`config.mk`:
```
export PLATFORM = sky130hd
export DESIGN_NAME = reg_file_32x32
export DESIGN_NICKNAME = d
export VERILOG_FILES = /design/src/rtl/reg_file_32x32.sv
export SDC_FILE = /design/constraint.sdc
export NUM_CORES = 2
export LEC_CHECK = 0
export ABC_AREA = 1
export CAP_MARGIN = 15
export CORE_ASPECT_RATIO = 1.25
export CORE_MARGIN = 2
export CORE_UTILIZATION = 25
export DETAILED_ROUTE_END_ITERATION = 16
export GPL_TIMING_DRIVEN = 0
export MAX_ROUTING_LAYER = met4
export PLACE_DENSITY = 0.45
export RECOVER_POWER = 100
export SLEW_MARGIN = 25
export SYNTH_ARGS = -nofsm -noshare
export SYNTH_HDL_FRONTEND = slang
export SYNTH_SLANG_ARGS = --single-unit
```
`constraint.sdc`:
```
create_clock -name clk -period 1.8 [get_ports clk]
set_clock_uncertainty 0.05 [all_clocks]
set_input_delay 0.18 -clock clk [delete_from_list [all_inputs] [get_ports clk]]
set_output_delay 0.18 -clock clk [all_outputs]
set_load 0.1 [all_outputs]
```
`src/rtl/reg_file_32x32.sv`:
```
// 2**ADDR_W x DATA_W register file, two read ports and one write port; register 0 reads as zero.
// Reads are combinational with write-first bypass; a write lands on the next rising clk.
// Never stalls: every write with a nonzero address commits and bumps wr_cnt.
module reg_file_32x32 #(
    parameter int DATA_W = 32,
    parameter int ADDR_W = 5
) (
    input  logic              clk,
    input  logic              rst_n,
    input  logic              we,
    input  logic [ADDR_W-1:0] waddr,
    input  logic [DATA_W-1:0] wdata,
    input  logic [ADDR_W-1:0] raddr1,
    output logic [DATA_W-1:0] rdata1,
    input  logic [ADDR_W-1:0] raddr2,
    output logic [DATA_W-1:0] rdata2,
    output logic [15:0]       wr_cnt
);

    localparam int NREG = 2 ** ADDR_W;

    logic [DATA_W-1:0] regs [NREG];
    logic [NREG-1:0]   wsel;
    logic              wr_commit;

    assign wr_commit = we && (waddr != '0);

    always_comb begin
        wsel = '0;
        if (wr_commit) begin
            wsel[waddr] = 1'b1;
        end
    end

    // Entry 0 has no storage; it is tied to zero so reads of r0 need no special case.
    for (genvar i = 0; i < NREG; i++) begin : g_reg
        if (i == 0) begin : g_zero
            assign regs[i] = '0;
        end else begin : g_flop
            always_ff @(posedge clk or negedge rst_n) begin
                if (!rst_n) begin
                    regs[i] <= '0;
                end else if (wsel[i]) begin
                    regs[i] <= wdata;
                end
            end
        end
    end

    always_ff @(posedge clk or negedge rst_n) begin
        if (!rst_n) begin
            wr_cnt <= '0;
        end else if (wr_commit) begin
            wr_cnt <= wr_cnt + 16'd1;
        end
    end

    // Bypass is gated by wr_commit, so raddr=0 still returns zero; reset overrides everything.
    always_comb begin
        rdata1 = '0;
        rdata2 = '0;
        if (rst_n) begin
            rdata1 = (wr_commit && (raddr1 == waddr)) ? wdata : regs[raddr1];
            rdata2 = (wr_commit && (raddr2 == waddr)) ? wdata : regs[raddr2];
        end
    end

endmodule

```
After elaboration in Yosys (flattened, before gate mapping)
Cells that the tools add are included.
Cells by class
  $add $sub $neg: 1
  magnitude comparators: 4
  equal/unequal tests: 2
  multiplexer cells: 13
  bitwise logic cells: 2
  reduce and logical (&&, ||, !) cells: 5
Operators with widths (count)
  $bmux 32 s5: 2
  $mux 32: 9
  $add 16x1->16 const B: 1
  $ge 6x6->1 const B: 2
  $not 5->6: 2
  $eq 5x5->1: 2
  $lt 5x6->1 const B: 1
  $demux 1 s5: 1
  $ge 5x1->1 const B: 1
  $reduce_bool 5->1: 1
  $logic_and 1x1->1: 4
  $mux 1: 1
Storage, ports and cells
  flip-flop bits (word level): 1008
  bits of input ports: 50
  output and inout bits: 80
  logic and storage cells: 59

Logic depth before layout (Yosys ltp)
  depth in word-level cells: 6
  gate-level depth with buffers: 13
  gate-level depth less buffers: 10

Worst setup path before layout
No wires, ideal clock.
  path kind: input to output
  start point: input port waddr[2]
  end point: output port rdata1[0]
  arrival time: 2.776 ns
  required time: 1.570 ns
  path slack: -1.206 ns
  stages: 10
  buffers on the path: 3
  cell sequence: buf_4 nor3_2 nand2_1 nand2_1 buf_4 nor3_4 buf_2 nand3_1 nand2_1 a21oi_1
Between the ends
  longest elaborated chain between the ends: 5
  elaborated cells between the ends (all ways): 6
  classes of those cells: eq/ne: 1; mux: 2; reduce/logical: 3
RTL lines
  from (decl): line 11  | input logic [ADDR_W-1:0] waddr,
  $reduce_bool 5->1: line 26  | assign wr_commit = we && (waddr != '0);
  $logic_and 1x1->1: line 26
  $logic_and 1x1->1 *: line 63  | rdata1 = (wr_commit && (raddr1 == waddr)) ? wdata : regs[raddr1];
  $mux 32 *: line 63
  $mux 32 *: line 62  | if (rst_n) begin
  to (decl): line 14  | output logic [DATA_W-1:0] rdata1,
Mark *: on every way between the ends. The rest lies on a longest branch, timed or not.

Final worst setup path
  start point: input port raddr2[1]
  end point: output port rdata2[15]
Between the ends
  longest elaborated chain between the ends: 6
  elaborated cells between the ends (all ways): 8
  classes of those cells: eq/ne: 1; mux: 5; bitwise: 1; reduce/logical: 1
RTL lines
  from (decl): line 15  | input logic [ADDR_W-1:0] raddr2,
  $not 5->6 (implied by the code): line 64  | rdata2 = (wr_commit && (raddr2 == waddr)) ? wdata : regs[raddr2];
  $bmux 32 s5: line 64
  $mux 32 (implied by the code) (2 in series): line 64
  $mux 32 *: line 64
  $mux 32 *: line 62
  to (decl): line 16  | output logic [DATA_W-1:0] rdata2,
Mark *: on every way between the ends. The rest lies on a longest branch, timed or not. The select of a mux whose other input is x is not followed.

==> impl_metrics.yaml <==
logic_synthesis:
  yosys-top-cells-area: "dfrtp_1 (43%), nand2_1 (20%), nand3_1 (15%)"
  yosysMostFrequentCell: "nand2_1"
  synth_top_area_cell: "dfrtp_1"
  syn_nets: 8983
  ys_seq_area_share_pct: 42.6
  synthTopCellsByCount: "nand2_1 (3199), nand3_1 (1786), dfrtp_1 (1008)"
  synth_top_flop_cell: "dfrtp_1"
  syn_area_per_cell_um2: 6.62
  synth_edf_count: 0
  yosys_warnings: 0
  synthArstFlopShare_pct: 100
  synth-seq-cells: 1008
  synth_top_area_share_pct: 42.6
  netlist_area_mm2: 0.0592
  syn_inst: 8932
  synth.distinct_cells: 26
layout:
  finish.utilization_pct: 34.7
  num-fill-cells: 25500
  drive_gt1_share_pct: 23.1
  syn_to_final_growth_pct: 38.1
  final_nets: 9436
  final_cell_count_no_fill: 12600
  finalInstanceArea_mm2: 0.0817
drt:
  drtPass1Iterations: 8
  ant_nets: 0
  avgRoutedWirePerCell_um: 40.9
  route.detailed.drc: 0
  via_count: 70100
  drt_iter0_drc: 8779
  drt_wl_total_mm: 517
  via_per_inst: 5.55
outcome:
  violations: "negative setup slack"
  status: "finished with violations"
critical_path:
  worstRegToRegCells: 7
  worstSetupPathDepth: 11
  crit_slowest_cell: "clkbuf_4"
  startpoint: "raddr2[1]"
  worstPathRequired_ps: 1570
  worst-path-max-fanout: 10
  endpoint: "rdata2[15]"
  critPathTopFamily: "buffers and inverters"
  critPathBufInv: 5
  start_kind: "input pin"
  timing.rr.end: "wr_cnt[11]$_DFFE_PN0P_"
  r2r_start: "wr_cnt[2]$_DFFE_PN0P_"
  cp-end-kind: "primary output"
  slowest_delay_ps: 550
  crit_type: "in -> out"
  crit_chain: "buf_6, inv_4, buf_6, clkbuf_4, nand3_1, nand3_1, nand3_4, nand3_1, nand2_4, a21oi_4, buf_12"
  cpMostUsedCell: "nand3_1"
  reg2reg_slack_ps: 100
  arrival_ps: 2790
sta:
  hold_violations: 0
  setup_viol: 1610
  max_freq_mhz: 331
  worstMarginPinSlew_ps: 1340
  rsz0062_at_grt: "true"
  min_period_over_period_pct: 168
  slew_headroom_pct: 10.4
  fin_crit_ps: 3020
  timing.final.ws_setup_ps: -1220
  slew_viol_final: 0
run:
  cap_violations: 0
pwr:
  pwr-share-clk_pct: 33.3
  vdd_drop_max_v: 0.000704
  p_int_w: 0.0522
  power_density_mw_per_mm2: 1080
  leakagePower_nw: 38.4
  pwr-share-seq_pct: 34.5
  p_switching_w: 0.0358
  swShare_pct: 40.7
  combPwrFrac_pct: 32.2
clock_tree:
  clock_path_buffers: 4
  path_clk_slew_ps: 60
  cts_tree: "done"
  cts_inserted_buffers: 140
  htree_num_levels: 4
  clk_latency_ps: 830
  cts.sinks: 1008
  cts_root_buf: "clkbuf_16"
global_route:
  grt_antenna_before_repair: 57
  grt_pass1_vias: 65400
  grt_overflow: 0
  grt_pass1_wl_mm: 659
  grt_max_degree: 119
  grt_usage_pct: 43.0
floorplanning:
  ios: 130
  start_util_pct: 25.1
  fp.dieW_um: 439
  std_cell_rows: 199
  die_area_mm2: 0.241
  die_y_um: 548
  core_area_mm2: 0.235
placement:
  gp_congestion: 1.11
  io_buffers: 121
  post-dp-hpwl_mm: 394
  place_ws_ps: -4130
  placed_cells: 12200
  dpl-instance-area_mm2: 0.0675
min_path:
  hp-class: "in -> reg"
[worst min-delay path by stage]
stage	start	end	slack [ps]	cells after the start
2_1_floorplan	rst_n	regs[0]$_DFFE_PN0P_	-170	0
3_3_place_gp	wr_cnt[15]$_DFFE_PN0P_	wr_cnt[15]$_DFFE_PN0P_	410	1
3_5_place_dp	rst_n	regs[647]$_DFFE_PN0P_	2	1
4_1_cts	rst_n	regs[975]$_DFFE_PN0P_	-110	7
5_1_grt	wdata[7]	regs[327]$_DFFE_PN0P_	20	3
6_report	waddr[2]	regs[674]$_DFFE_PN0P_	30	5
[power groups by stage]
stage / sequential, W / combinational (W) / clock [W]
after floorplan: 0.0299 / 0.0122 / 0
after global placement: 0.0305 / 0.0224 / 0
after detailed placement: 0.0304 / 0.0236 / 0
after CTS: 0.0301 / 0.0263 / 0.0295
after global routing: 0.0307 / 0.0296 / 0.0303
final: 0.0303 / 0.0284 / 0.0293
[cells in the final DEF, fill, tap and decap left out, drive strengths merged, types with 46 or more instances in the layout]
cell type,count
nand2,3221
nand3,1786
dfrtp,1008
o21ai,993
inv,935
clkbuf,724
buf,449
a21oi,129
diode,49
clkinvlp,46
[repair_timing]
item / in CTS / in global routing
setup buffers: 34 / 51
setup endpoints to repair: 1070 / 903
pin swaps: 225 / 354
resized for setup: 2003 / 659
hold buffers: 26 / 12
gates cloned: 2 / 5
hold endpoints to repair: 521 / 179
[state kept, by name (all words and copies together) (netlist names)]
name	count
wr_cnt	16
regs	992
[final cells by class]
cell class,count,area (um^2),share of cell area [%]
clock inverter,38,508,0.622
timing repair buffer,312,4560,5.58
tap,3115,3900,4.77
inverter,973,3830,4.68
clock buffer,198,4020,4.92
multi-input combinational,6223,34400,42.1
buffer,727,5090,6.23
antenna,49,123,0.150
sequential,1008,25300,30.9
[metal layers]
layer  vias to the layer above  global-route usage, %  wire length [um]
li1                      29400                      -                 -
met1                     35100                   48.2            189000
met2                      4146                   64.3            226000
met3                      1484                   7.52             37800
met4                         0                   41.1             64600
met5                         -                      -                 0
[cells by family (layout without fill, tap and decap cells)]
| kind of cell | Yosys count | in the layout | synth area share, % |
|---|---|---|---|
| adder cells (fa/ha/maj) | 1 | 1 | 0.0211 |
| buffers and inverters | 1701 | 2248 | 11.1 |
| AO/OA/AOI/OAI | 1122 | 1122 | 9.49 |
| XOR/XNOR | 19 | 19 | 0.281 |
| AND/OR/NAND/NOR | 5081 | 5081 | 36.4 |
| other | 0 | 49 | 0 |
| flip-flops | 1008 | 1008 | 42.6 |
[worst register-to-register path, stage by stage, from the launching register on]
cell     delay (ps)
dfrtp_1         440
nand3_1         120
nor2_1          150
nand2_1         100
nor2_1          180
nand4_1         220
buf_4           200
xnor2_1         110
[stage by stage]
step / TNS [ps] / total power [W] / hold slack, ps
floorplan: -10660 / 0.0421 / -166
global placement: - / 0.0530 / 412
finish: -417130 / 0.0880 / 29.2
global route: -469320 / 0.0907 / 24.6
CTS: -162710 / 0.0859 / -110
detailed placement: -1697320 / 0.0540 / 1.72
(Power assumes the default switching activity.)
